## config.mk

```make
export PLATFORM = sky130hd
export DESIGN_NAME = ro_puf_array_ctrl
export DESIGN_NICKNAME = d
export VERILOG_FILES = /design/src/rtl/ro_puf_pkg.sv /design/src/rtl/ro_edge_counter.sv /design/src/rtl/ro_puf_array_ctrl.sv
export SDC_FILE = /design/constraint.sdc
export NUM_CORES = 1
export LEC_CHECK = 0
export ABC_AREA = 1
export CORE_MARGIN = 2
export CORE_UTILIZATION = 40
export CTS_CLUSTER_DIAMETER = 40
export DETAILED_ROUTE_END_ITERATION = 7
export SLEW_MARGIN = 15
export SYNTH_ARGS = -nofsm -noshare
export SYNTH_HDL_FRONTEND = slang
export SYNTH_SLANG_ARGS = --single-unit
```

## constraint.sdc

```tcl
create_clock -name clk -period 5 [get_ports clk]
set_input_delay 1 -clock clk [delete_from_list [all_inputs] [get_ports clk]]
set_output_delay 1 -clock clk [all_outputs]
set_load 0.05 [all_outputs]
```

## src/rtl/ro_puf_pkg.sv

```systemverilog
// Shared definitions for the ring-oscillator PUF controller: FSM states,
// challenge LFSR constants and the LFSR step function.
package ro_puf_pkg;

   typedef enum logic [2:0] {
      IDLE    = 3'd0,
      SETTLE  = 3'd1,
      COUNT   = 3'd2,
      COMPARE = 3'd3,
      DONE    = 3'd4
   } puf_state_e;

   localparam logic [15:0] LFSR_TAPS    = 16'hB400;
   localparam logic [15:0] DEFAULT_SEED = 16'hACE1;
   localparam int          SETTLE_LEN   = 4;

   // Galois form, x^16+x^14+x^13+x^11+1, shifting towards the LSB
   function automatic logic [15:0] lfsr_next(input logic [15:0] cur);
      logic [15:0] nxt;
      if (cur[0]) begin
         nxt = (cur >> 1'b1) ^ LFSR_TAPS;
      end else begin
         nxt = cur >> 1'b1;
      end
      return nxt;
   endfunction

endpackage

```

## src/rtl/ro_edge_counter.sv

```systemverilog
// Counts rising edges of one asynchronous oscillator: 2-flop synchroniser,
// edge detector and a saturating counter with synchronous clear/enable.
module ro_edge_counter
   import ro_puf_pkg::*;
#(
   parameter int CNT_W = 16
) (
   input  logic             clk,
   input  logic             reset,
   input  logic             ro_in,
   input  logic             clear,
   input  logic             enable,
   output logic [CNT_W-1:0] count
);

   logic             sync1_q, sync1_d;
   logic             sync2_q, sync2_d;
   logic             prev_q, prev_d;
   logic [CNT_W-1:0] count_q, count_d;

   // synchroniser pipeline and saturating edge count
   always_comb begin
      sync1_d = ro_in;
      sync2_d = sync1_q;
      prev_d  = sync2_q;
      count_d = count_q;
      if (clear) begin
         count_d = {CNT_W{1'b0}};
      end else if (enable && sync2_q && !prev_q && (count_q != {CNT_W{1'b1}})) begin
         count_d = count_q + {{(CNT_W-1){1'b0}}, 1'b1};
      end else begin
         count_d = count_q;
      end
   end

   // state registers
   always_ff @(posedge clk or posedge reset) begin
      if (reset) begin
         sync1_q <= 1'b0;
         sync2_q <= 1'b0;
         prev_q  <= 1'b0;
         count_q <= {CNT_W{1'b0}};
      end else begin
         sync1_q <= sync1_d;
         sync2_q <= sync2_d;
         prev_q  <= prev_d;
         count_q <= count_d;
      end
   end

   assign count = count_q;

endmodule

```

## src/rtl/ro_puf_array_ctrl.sv

```systemverilog
// Ring-oscillator PUF controller: walks an LFSR-chosen sequence of oscillator
// pairs, races each pair over a fixed window and packs the winners into resp.
module ro_puf_array_ctrl
   import ro_puf_pkg::*;
#(
   parameter int NUM_RO    = 16,
   parameter int CNT_W     = 16,
   parameter int WINDOW    = 1024,
   parameter int RESP_BITS = 8
) (
   input  logic                 clk,
   input  logic                 reset,
   input  logic                 start,
   input  logic [15:0]          challenge,
   input  logic [NUM_RO-1:0]    ro_out,
   output logic [NUM_RO-1:0]    ro_enable,
   output logic [RESP_BITS-1:0] resp,
   output logic                 resp_valid,
   input  logic                 resp_ready,
   output logic                 busy,
   output logic                 tie_flag
);

   localparam int SEL_W = $clog2(NUM_RO);
   localparam int TMR_W = 21;
   localparam int IDX_W = 6;

   puf_state_e           state_q, state_d;
   logic [15:0]          lfsr_q, lfsr_d;
   logic [TMR_W-1:0]     tmr_q, tmr_d;
   logic [IDX_W-1:0]     idx_q, idx_d;
   logic [RESP_BITS-1:0] resp_q, resp_d;
   logic                 tie_q, tie_d;
   logic                 resp_valid_q, resp_valid_d;
   logic                 busy_q, busy_d;
   logic [NUM_RO-1:0]    ro_en_q, ro_en_d;

   logic [SEL_W-1:0]     sel_a_s, sel_b_s, sel_a_n, sel_b_n;
   logic                 ro_a_s, ro_b_s;
   logic                 cnt_clear_s, cnt_enable_s, bit_s;
   logic [CNT_W-1:0]     count_a_s, count_b_s;

   // a colliding pair is broken by taking the next oscillator, wrapping round
   function automatic logic [2*SEL_W-1:0] pair_sel(input logic [15:0] lfsr);
      logic [SEL_W-1:0] a;
      logic [SEL_W-1:0] b;
      a = lfsr[SEL_W-1:0];
      b = lfsr[2*SEL_W-1:SEL_W];
      if (a == b) begin
         b = a + {{(SEL_W-1){1'b0}}, 1'b1};
      end else begin
         b = lfsr[2*SEL_W-1:SEL_W];
      end
      return {b, a};
   endfunction

   // pair selection for the current and the upcoming LFSR value
   always_comb begin
      {sel_b_s, sel_a_s} = pair_sel(lfsr_q);
      {sel_b_n, sel_a_n} = pair_sel(lfsr_d);
   end

   assign ro_a_s       = ro_out[sel_a_s];
   assign ro_b_s       = ro_out[sel_b_s];
   assign cnt_clear_s  = (state_q == SETTLE);
   assign cnt_enable_s = (state_q == COUNT);
   assign bit_s        = (count_a_s > count_b_s);

   ro_edge_counter #(.CNT_W(CNT_W)) u_cnt_a (
      .clk    (clk),
      .reset  (reset),
      .ro_in  (ro_a_s),
      .clear  (cnt_clear_s),
      .enable (cnt_enable_s),
      .count  (count_a_s)
   );

   ro_edge_counter #(.CNT_W(CNT_W)) u_cnt_b (
      .clk    (clk),
      .reset  (reset),
      .ro_in  (ro_b_s),
      .clear  (cnt_clear_s),
      .enable (cnt_enable_s),
      .count  (count_b_s)
   );

   // next-state and datapath updates of the evaluation sequence
   always_comb begin
      state_d = state_q;
      lfsr_d  = lfsr_q;
      tmr_d   = tmr_q;
      idx_d   = idx_q;
      resp_d  = resp_q;
      tie_d   = tie_q;
      case (state_q)
         IDLE: begin
            if (start) begin
               lfsr_d  = (challenge == 16'h0000) ? DEFAULT_SEED : challenge;
               resp_d  = {RESP_BITS{1'b0}};
               tie_d   = 1'b0;
               idx_d   = {IDX_W{1'b0}};
               tmr_d   = {TMR_W{1'b0}};
               state_d = SETTLE;
            end else begin
               state_d = IDLE;
            end
         end
         SETTLE: begin
            if (tmr_q == TMR_W'(SETTLE_LEN - 1)) begin
               tmr_d   = {TMR_W{1'b0}};
               state_d = COUNT;
            end else begin
               tmr_d   = tmr_q + {{(TMR_W-1){1'b0}}, 1'b1};
            end
         end
         COUNT: begin
            if (tmr_q == TMR_W'(WINDOW - 1)) begin
               tmr_d   = {TMR_W{1'b0}};
               state_d = COMPARE;
            end else begin
               tmr_d   = tmr_q + {{(TMR_W-1){1'b0}}, 1'b1};
            end
         end
         COMPARE: begin
            resp_d = resp_q | ({{(RESP_BITS-1){1'b0}}, bit_s} << idx_q);
            tie_d  = tie_q | (count_a_s == count_b_s);
            lfsr_d = lfsr_next(lfsr_q);
            idx_d  = idx_q + {{(IDX_W-1){1'b0}}, 1'b1};
            if ((idx_q + {{(IDX_W-1){1'b0}}, 1'b1}) < IDX_W'(RESP_BITS)) begin
               state_d = SETTLE;
            end else begin
               state_d = DONE;
            end
         end
         DONE: begin
            if (resp_ready) begin
               state_d = IDLE;
            end else begin
               state_d = DONE;
            end
         end
         default: begin
            state_d = IDLE;
         end
      endcase
   end

   // registered outputs are derived from the next state so they line up with it
   always_comb begin
      busy_d       = (state_d != IDLE);
      resp_valid_d = (state_d == DONE);
      if ((state_d == SETTLE) || (state_d == COUNT)) begin
         ro_en_d = ({{(NUM_RO-1){1'b0}}, 1'b1} << sel_a_n)
                 | ({{(NUM_RO-1){1'b0}}, 1'b1} << sel_b_n);
      end else begin
         ro_en_d = {NUM_RO{1'b0}};
      end
   end

   // state registers
   always_ff @(posedge clk or posedge reset) begin
      if (reset) begin
         state_q      <= IDLE;
         lfsr_q       <= 16'h0000;
         tmr_q        <= {TMR_W{1'b0}};
         idx_q        <= {IDX_W{1'b0}};
         resp_q       <= {RESP_BITS{1'b0}};
         tie_q        <= 1'b0;
         resp_valid_q <= 1'b0;
         busy_q       <= 1'b0;
         ro_en_q      <= {NUM_RO{1'b0}};
      end else begin
         state_q      <= state_d;
         lfsr_q       <= lfsr_d;
         tmr_q        <= tmr_d;
         idx_q        <= idx_d;
         resp_q       <= resp_d;
         tie_q        <= tie_d;
         resp_valid_q <= resp_valid_d;
         busy_q       <= busy_d;
         ro_en_q      <= ro_en_d;
      end
   end

   assign ro_enable  = ro_en_q;
   assign resp       = resp_q;
   assign resp_valid = resp_valid_q;
   assign busy       = busy_q;
   assign tie_flag   = tie_q;

endmodule

```

; After elaboration in Yosys (flattened, before gate mapping)
; Cells that the tools add are included.
[totals]
ff_bits = 111
in_bits = 36
output_inout_bits = 27
word_cells = 99
[classes]
addsub = 6
order_cmp = 4
n_eq_ne = 15
shifts = 3
mux = 31
n_bitwise = 4
reduce_logical = 18
[op_table]
columns = operator, count
row1 = $mux 16, 8
row2 = $mux 21, 3
row3 = $pmux 21 s3, 1
row4 = $add 16x1->16 const B, 2
row5 = $ne 16x16->1 const B, 2
row6 = $pmux 16 s2, 1
row7 = $shl 1x4->16 const A, 2
row8 = $add 21x1->21 const B, 1
row9 = $eq 21x10->1 const B, 1
row10 = $eq 21x2->1 const B, 1
row11 = $eq 16x16->1, 1
row12 = $gt 16x16->1, 1
row13 = $logic_not 16->1, 1
row14 = $or 16x16->16, 1
row15 = $pmux 8 s2, 1
row16 = $pmux 3 s5, 1
row17 = $mux 3, 4
row18 = $pmux 6 s2, 1
row19 = $lt 4x5->1 const B, 2
row20 = $eq 3x2->1 const B, 3
row21 = $add 4x1->4 const B, 2
row22 = $bmux 1 s4, 2
row23 = $eq 4x4->1, 2
row24 = $mux 4, 2
row25 = 20 further kinds, 35

; Longest topological paths before layout
; Gate-level depths: netlist of run 1.
[depth]
word_depth = 9
depth_mapped = 16
depth_no_buf = 16

; Hierarchy
; A second synthesis of run 1 with hierarchy kept.
[unflattened]
hier_cells = 927
area_unflattened_um2 = 7051.8
[by_module_without_submodules]
columns = module, n_inst, cells_per_inst, area_per_inst_um2, seq_area_each_um2
row1 = ro_puf_array_ctrl, 1, 637, 4847.1, 1826.8
row2 = ro_edge_counter, 2, 145, 1102.3, 475.5

; Worst setup path after synthesis of run 1
; Ideal clock, no wire load.
[synth_timing]
path_type = input to register
from = input challenge[6]
to = register ro_en_q[11] (netlist: ro_enable[11])
setup_time_ps = 77
t_arrival_ps = 2636
required_ps = 4923
slack_ps = 2286
path_stages = 14
path_buffers = 0
path_cell_list = nor2_1 -> nand2_1 -> nor2_1 -> nand2_1 -> nand2_1 -> nand2_1 -> nand2_2 -> ha_1 -> ha_1 -> inv_1 -> nand3_1 -> nand2_1 -> nand4_1 -> a21oi_1
[synth_between]
elab_chain_len = 9
word_cells_on_any_way = 11
classes_between = add/sub (1) / eq/ne (1) / shift (2) / mux (5) / bitwise (1) / reduce/logical (1)
[synth_lines]
columns = element, line_no
row1 = "start, declared", ro_puf_array_ctrl.sv:14  ; input logic [15:0] challenge,
row2 = $logic_not 16->1 (*), ro_puf_array_ctrl.sv:98  ; lfsr_d = (challenge == 16'h0000) ? DEFAULT_SEED : challenge;
row3 = $mux 16 (*), ro_puf_array_ctrl.sv:98
row4 = $mux 16 (*), ro_puf_array_ctrl.sv:97  ; if (start) begin
row5 = $pmux 16 s2 (*), ro_puf_array_ctrl.sv:95  ; case (state_q)
row6 = net lfsr_d[0], ro_puf_array_ctrl.sv:29  ; logic [15:0] lfsr_q, lfsr_d;
row7 = $add 4x1->4 or $eq 4x4->1 (tied branches), "ro_puf_array_ctrl.sv:50, ro_puf_array_ctrl.sv:49"
row8 = $mux 4, ro_puf_array_ctrl.sv:49  ; if (a == b) begin
row9 = $shl 1x4->16, ro_puf_array_ctrl.sv:154  ; | ({{(NUM_RO-1){1'b0}}, 1'b1} << sel_b_n);
row10 = $or 16x16->16 (*), ro_puf_array_ctrl.sv:154
row11 = $mux 16 (*), ro_puf_array_ctrl.sv:152  ; if ((state_d == SETTLE) || (state_d == COUNT)) begin
row12 = net ro_en_d[11], ro_puf_array_ctrl.sv:36  ; logic [NUM_RO-1:0] ro_en_q, ro_en_d;
row13 = "end signal, assigned", ro_puf_array_ctrl.sv:171  ; ro_en_q <= {NUM_RO{1'b0}};
row14 = "end signal, assigned", ro_puf_array_ctrl.sv:181  ; ro_en_q <= ro_en_d;
row15 = "end, declared", ro_puf_array_ctrl.sv:36
; Mark *: on every way through the listed nets, which the timed path passes. The rest lies on a longest branch. The select of a mux whose other input is x is not followed.
; A chain may end at the register's enable or synchronous reset.

; Worst setup path in the final report of run 1
[layout_timing]
from = input start
to = register ro_en_q[8] (netlist: ro_enable[8])
[layout_between]
elab_chain_len = 7
word_cells_on_any_way = 14
classes_between = add/sub (1) / eq/ne (3) / shift (2) / mux (6) / bitwise (1) / reduce/logical (1)
[layout_lines]
columns = element, line_no
row1 = "start, declared", ro_puf_array_ctrl.sv:13  ; input logic start,
row2 = $mux 16 (*), ro_puf_array_ctrl.sv:97
row3 = $pmux 16 s2 (*), ro_puf_array_ctrl.sv:95
row4 = net lfsr_d[0], ro_puf_array_ctrl.sv:29
row5 = $add 4x1->4 or $eq 4x4->1 (tied branches), "ro_puf_array_ctrl.sv:50, ro_puf_array_ctrl.sv:49"
row6 = $mux 4, ro_puf_array_ctrl.sv:49
row7 = $shl 1x4->16, ro_puf_array_ctrl.sv:154
row8 = $or 16x16->16 (*), ro_puf_array_ctrl.sv:154
row9 = $mux 16 (*), ro_puf_array_ctrl.sv:152
row10 = net ro_en_d[8], ro_puf_array_ctrl.sv:36
; Marks and branches as above.

==> run_results.csv, run 1 <==
group,metric,value,unit
status,run_status,"finished, final reports clean",
synth,syn-cell-area,6590,um2
setup_path,crit_family,"simple AND/OR/NAND/NOR gates",
setup_path,path_max_fanout,17,
clock_tree,path_clk_slew,0.07,ns
clock_tree,ctsLongestPathBuffers,2,
synth,synthMuxAreaShare,0,%
global_route,grt_util_met3,4.04,%
clock_tree,cts_inserted_buffers,9,
worst_hold_path,min_delay_worst_endpoint,"u_cnt_a.prev_d",
setup_path,timing.critical_path.from_type,"input port",
pwr,ir_worst_vdd,385,uV
setup_path,setup.worst_path.class,"in2reg",
floorplan,fp.dieArea,17500,um2
floorplan,start_util,41.2,%
sta,final.setup_skew,0.00870,ns
global_route,top_usage_layer,"met2",
pwr,p_per_cell_area,456,nW/um2
worst_hold_path,hold_class,"reg2reg",
placement,gp_congestion,0.813,
detailed_routing,firstDrtPassIters,5,
setup_path,critical_path_cell_sequence,"clkdlybuf4s50_1 > nand3_4 > clkinv_1 > nand2_1 > nand2_2 > ha_1 > ha_1 > inv_1 > nand3_1 > nand2_1 > nand4_1 > a21oi_1",
global_route,global_routing_usage_on_met2,30.6,%
worst_hold_path,worst_hold_startpoint,"u_cnt_a.sync1_q",
clock_tree,tritoncts_num_sinks,111,
final_layout,fillerInstances,1635,
detailed_routing,detail-route-antenna-nets,0,
detailed_routing,routed-via-count,5769,
final_layout,antenna_cells_inserted,0,
synth,synth_top_area_share,42.2,%
synth,synth-adder-area-share,5.13,%
clock_tree,clkLatencyLatePin,0.36,ns
worst_hold_path,hold_depth,0,
setup_path,critical_path_buf_inv_count,3,
pwr,leakagePower,0.00343,uW
detailed_routing,viasPerCell,5.07,
clock_tree,cts_hold_buffers,0,
placement,post-dp-hpwl,11400,um
clock_tree,clock_tree.root_cell,"clkbuf_16",
global_route,grt_pass1_vias,5603,
global_route,met1_usage,25.0,%
synth,post_synth_net_total,920,
global_route,first_pass_grt_wire_length,26600,um
sta,fin_crit_sh,70.4,%
final_layout,layout.cell_area.non_filler,7760,um2
synth,syn_avg_cell_area,7.69,um2
flow_run,max_cap_viols,0,
synth,synth-async-reset-ratio,100,%
final_layout,seqCellArea,2780,um2
synth,synth_most_common_cell,"nand2_1",
sta,report.final.setup_viol,0,
sta,setup-tns-final,0,ns
synth,most_frequent_cells_after_synthesis,"nand2_1, dfrtp_1, nor2_1, inv_1, a21oi_1",
setup_path,worstReg2RegEnd,"ro_enable[4]",
synth,yosys.area_share.xor_xnor,2.13,%
floorplan,std_cell_rows,46,
pwr,report.power.total,3540,uW
global_route,grt_antenna_before_repair,0,
final_layout,finalNonFillerCells,1137,
final_layout,multi_input_comb_area,3280,um2
placement,dpl_cell_area,7420,um2
setup_path,r2r-start,"state_q[2]",
synth,synth_compound_gate_area_share,13.0,%
placement,post-place-cells,1121,
synth,synth_largest_area_cell,"dfrtp_1",
global_route,largest_net_degree_at_the_start_of_global_routing,76,
setup_path,rrSetupSlack,1.96,ns
sta,post-route-min-period,3.52,ns
synth,synth.area.top_cells,"dfrtp_1, nand2_1, nor2_1, inv_1, ha_1",
sta,fmax,284,MHz
sta,drv_slew,0,
floorplan,core_region_area,16000,um2
clock_tree,cts_tree,"done",
clock_tree,postCtsSetupRepairBufs,0,
setup_path,reg2regPathDepth,14,
sta,relSlewSlack,34.8,%
placement,number_of_buffers_inserted_by_port_buffering,62,
floorplan,die_h,132,um
floorplan,top_level_ports,63,
sta,hold_viol_final,0,
floorplan,dieWidth,132,um
detailed_routing,wirelength,15400,um
setup_path,worstPathRequired,5.27,ns
detailed_routing,drc_errors,0,
synth,synth-edff-count,0,
clock_tree,postCtsResizedCells,0,
synth,largest_family_of_logic_cells_by_synthesized_area,"simple AND/OR/NAND/NOR gates",
setup_path,timing.critical_path.to_type,"flip-flop",
synth,synth-main-ff-cell,"dfrtp_1",
synth,synth_simple_gate_area_share,29.6,%
clock_tree,clock_tree.htree_level_count,3,
synth,synth_cell_types,51,
synth,post_synthesis_cells,857,
global_route,grt_overflow,0,
synth,synth_sequential_area_ratio,42.2,%
setup_path,critPathArrivalTime,3.79,ns
setup_path,critical_path.max_stage_delay,0.49,ns
final_layout,final_nets,979,
setup_path,critical_path.slowest_cell,"clkdlybuf4s50_1",
final_layout,fraction_of_layout_cells_with_a_size_suffix_above_1,5.10,%
sta,setup_repair_after_global_routing_missed_its_margin,"no",
global_route,global_route_usage_over_all_layers,18.5,%
detailed_routing,drt-initial-drc-count,332,
synth,synthesis.yosys.warnings,0,
detailed_routing,route.detailed.wl_per_inst,13.6,um
final_layout,area.growth.synth_to_final,17.8,%
sta,pin_slew_with_the_least_headroom_to_its_limit,0.978,ns
synth,synth-seq-cells,111,
## layout make-up
type | instances | share of cell area (%)
Multi-Input combinational cell | 613 | 42.3
Sequential cell | 111 | 35.8
Timing Repair Buffer | 64 | 8.36
Inverter | 117 | 5.73
Tap cell | 216 | 3.48
Clock buffer | 12 | 3.31
Clock inverter | 4 | 1.00
## worst max-delay path by stage
stage,from,end,cells after the start
2_1_floorplan,reset,busy,1
4_1_cts,start,ro_enable[0],12
5_1_grt,start,ro_enable[10],12
6_report,start,ro_enable[8],12
3_5_place_dp,start,ro_enable[0],12
3_3_place_gp,start,ro_enable[8],12
## sequential cells by signal, indices dropped and copies added, names as in the netlist, 3 cells and up
register / count
tmr_q: 21
lfsr_q: 16
resp: 8
u_cnt_b.count: 16
u_cnt_a.count: 16
ro_enable: 16
idx_q: 6
state_q: 3
## worst reg2reg max path: stages (launching register included)
cell and delay (ns):
dfrtp_1 0.39, inv_1 0.22, nand3_4 0.27, inv_2 0.33, nand2_1 0.09, nand3b_1 0.45, inv_1 0.13, nand2_1 0.09
nand2_1 0.08, nor2_4 0.18, nand2_2 0.13, nand2_1 0.09, nand2_1 0.20, nand4_1 0.17, a21oi_1 0.07
## per-stage QoR
stage	util, %	worst slack, ns	hold slack [ns]
global route	48.5	1.22	0.363
CTS	48.5	1.47	0.361
floorplan	-	1.07	0.331
finish	48.5	1.48	0.365
global placement	46.4	1.17	0.335
detailed placement	46.4	1.10	0.343
## layout by cell type (no fill, tap or decap), types with 4 or more instances in the layout
cell type,n
nor4_1,9
xor2_1,7
nor3_1,21
o21ai_1,4
nand3_1,50
nand4_1,27
nor3b_1,7
o21a_1,4
o221ai_1,5
o21ai_0,48
o211ai_1,7
xnor2_1,9
ha_1,27
dfrtp_1,111
a21oi_1,59
inv_1,109
o22ai_1,10
clkbuf_16,9
clkdlybuf4s50_1,62
nand2_1,168
nor2_1,111
inv_2,4
## cell families after synthesis
| kind of cell | count (synthesis) |
|---|---|
| xor gates and xnor gates | 16 |
| DFF | 111 |
| adders and majority gates | 27 |
| and+or+nand+nor | 420 |
| buffers and inverters | 133 |
| AOI/OAI and AO/OA | 150 |
## power by group
group,internal (uW),total (uW),leakage [uW],switching (uW)
combinational,488,1560,0.00176,1070
clock,469,799,0.000163,330
sequential,1040,1180,0.00150,134
## per-layer routing
metal | part of all wire [%] | wire, um
met5 | 0 | 0
met3 | 3.8 | 586
met2 | 46 | 7160
met1 | 49 | 7490
met4 | 1.1 | 174
Power figures use the tool's default switching activity.
==> run 2, diff against run 1 <==
- clock period: 5 -> 3 ns (I/O delays scaled with it)
==> run 2 against run 1 <==
Critical path depth rose by 2. Wire length is 1.3% higher. Clock skew grew 0.0011 ns. Non-clock buffer count increased by 30. Sequential share of layout area down 0.87 points. Final area rose by 2.5%. Core utilization rose by 1.2 points. Count of clock-buffer cells in the layout is 2 lower. Final cell count rose by 2.6%. Global-route usage shrank 0.20 points. Critical endpoint is now ro_enable[11]. Highest routed layer unchanged.
==> run_results.csv, run 2 (synthesized netlist as in run 1, its figures left out) <==
group,metric,value,unit
sta,setup_repair_after_global_routing_missed_its_margin,"no",
pwr,share_clk_of_total_power,20.3,%
global_route,global_routing_usage_on_met2,30.7,%
sta,hold_viol_final,0,
global_route,global_route_usage_over_all_layers,18.3,%
final_layout,most_flop_heavy_register,"tmr_q",
detailed_routing,wirelength,15600,um
placement,number_of_buffers_inserted_by_port_buffering,62,
global_route,top_usage_layer,"met2",
pwr,ir_worst_vdd,606,uV
sta,drv_slew,0,
final_layout,final_nets,1009,
final_layout,most_common_cell_after_layout_fill_and_taps_aside,"nand2_1",
flow_run,max_cap_viols,0,
final_layout,layout.cells.most_common_list,"nand2_1, nor2_1, dfrtp_1",
placement,post-place-cells,1151,
global_route,largest_net_degree_at_the_start_of_global_routing,52,
global_route,met1_usage,24.6,%
detailed_routing,drc_errors,0,
detailed_routing,firstDrtPassIters,5,
sta,final.hold.worst_slack,0.357,ns
global_route,grt_util_met3,3.54,%
detailed_routing,route.detailed.wl_per_inst,13.4,um
floorplan,std_cell_rows,46,
clock_tree,cts_hold_buffers,0,
clock_tree,clock_tree.root_cell,"clkbuf_16",
setup_path,critical_path_buf_inv_count,5,
setup_path,critPathArrivalTime,2.93,ns
pwr,cell_internal_pwr,3350,uW
sta,relSlewSlack,53.0,%
floorplan,dieWidth,132,um
setup_path,critical_path.max_stage_delay,0.40,ns
placement,post-dp-hpwl,11900,um
sta,report.final.setup_viol,0,
clock_tree,clock_tree.htree_level_count,3,
sta,final.setup_skew,0.00980,ns
final_layout,largest_register_ffs,21,
pwr,switching_share,43.5,%
placement,gp_congestion,0.859,
floorplan,die_h,132,um
sta,post-route-min-period,2.67,ns
setup_path,timing.critical_path.from_type,"flip-flop",
floorplan,top_level_ports,63,
floorplan,start_util,41.2,%
detailed_routing,detail-route-antenna-nets,0,
floorplan,fp.dieArea,17500,um2
global_route,first_pass_grt_wire_length,26400,um
clock_tree,tritoncts_num_sinks,111,
worst_hold_path,hold_class,"reg2reg",
pwr,p_per_cell_area,747,nW/um2
final_layout,finalNonFillerCells,1166,
global_route,grt_antenna_before_repair,0,
global_route,grt_pass1_vias,5489,
pwr,fraction_of_power_consumed_by_sequential_logic,32.5,%
status,run_status,"finished, final reports clean",
clock_tree,clkLatencyLatePin,0.35,ns
setup_path,setup.worst_path.class,"reg2reg",
clock_tree,cts_tree,"done",
setup_path,crit_family,"simple AND/OR/NAND/NOR gates",
floorplan,core_region_area,16000,um2
sta,pin_slew_with_the_least_headroom_to_its_limit,0.704,ns
sta,setup-tns-final,0,ns
final_layout,area.growth.synth_to_final,20.7,%
pwr,power.net_switching,2590,uW
clock_tree,ctsLongestPathBuffers,2,
global_route,grt_overflow,0,
sta,fin_crit_sh,88.9,%
pwr,leakagePower,0.00355,uW
setup_path,critical_path_cell_sequence,"inv_1 > nand3_4 > inv_2 > nand2_1 > o21ai_1 > inv_1 > nand2_2 > buf_4 > inv_1 > ha_1 > nand3b_1 > nand2_1 > nand4_1 > a21oi_1",
final_layout,fillerInstances,1596,
setup_path,path_max_fanout,18,
detailed_routing,viasPerCell,5.05,
detailed_routing,routed-via-count,5884,
setup_path,critical_path.slowest_cell,"dfrtp_1",
setup_path,timing.critical_path.to_type,"flip-flop",
clock_tree,postCtsResizedCells,0,
final_layout,fraction_of_layout_cells_with_a_size_suffix_above_1,8.00,%
clock_tree,postCtsSetupRepairBufs,0,
clock_tree,cts_inserted_buffers,9,
clock_tree,path_clk_slew,0.07,ns
pwr,share_comb_of_total_power,47.3,%
setup_path,worstPathRequired,3.26,ns
setup_path,path_common_cell,"inv_1",
sta,fmax,375,MHz
final_layout,antenna_cells_inserted,0,
detailed_routing,drt-initial-drc-count,307,
## run 2: power by group through the flow
stage,combinational (uW),sequential (uW),clock [uW]
6_report,2810,1930,1200
5_1_grt,3160,1960,1300
4_1_cts,2820,1930,1250
3_5_place_dp,2810,1960,0
3_3_place_gp,2800,1960,0
2_1_floorplan,1750,2140,0
## run 2: final cells by class
class / count / area, um2 / share of cell area (%)
clock inverter: 5 / 58.8 / 0.740
multi-input combinational: 613 / 3280 / 41.3
inverter: 117 / 445 / 5.60
clock buffer: 10 / 229 / 2.88
timing repair buffer: 94 / 886 / 11.1
tap: 216 / 270 / 3.40
sequential: 111 / 2780 / 34.9
## run 2: final timing paths
| kind | startpoint | to | slack (ns) | cells after the start |
|---|---|---|---|---|
| max in group asynchronous | reset | ro_enable[11] | 1.77 | 3 |
| min in group asynchronous | reset | u_cnt_b.count[14] | 0.63 | 2 |
| setup reg to reg | state_q[2] | ro_enable[11] | 0.33 | 14 |
| hold reg to reg | u_cnt_a.sync1_q | u_cnt_a.prev_d | 0.36 | 0 |
| setup / recovery | state_q[2] | ro_enable[11] | 0.33 | 14 |
| hold / removal | u_cnt_a.sync1_q | u_cnt_a.prev_d | 0.36 | 0 |
## run 2: per-stage QoR
stage	power (uW)	utilization (%)	area [um2]	setup slack, ns
after detailed placement	4770	47.9	7660	-0.0263
final	5940	49.7	7950	0.332
after global placement	4760	47.9	7660	0.0174
after CTS	6000	49.7	7950	0.324
after global routing	6410	49.7	7950	0.0471
after floorplan	3890	-	6590	0.686
## run 2: worst register-to-register path, cell delays in order (launching register included)
cell and delay [ns]:
dfrtp_1 0.40, inv_1 0.21, nand3_4 0.26, inv_2 0.24
nand2_1 0.07, o21ai_1 0.08, inv_1 0.08, nand2_2 0.11
buf_4 0.13, inv_1 0.05, ha_1 0.29, nand3b_1 0.15
nand2_1 0.21, nand4_1 0.13, a21oi_1 0.16
## run 2: per-layer routing
layer | vias to the layer above | wire (um)
li1 | 3042 | -
met1 | 2724 | 7500
met2 | 108 | 7390
met3 | 10 | 579
met4 | 0 | 138
met5 | - | 0
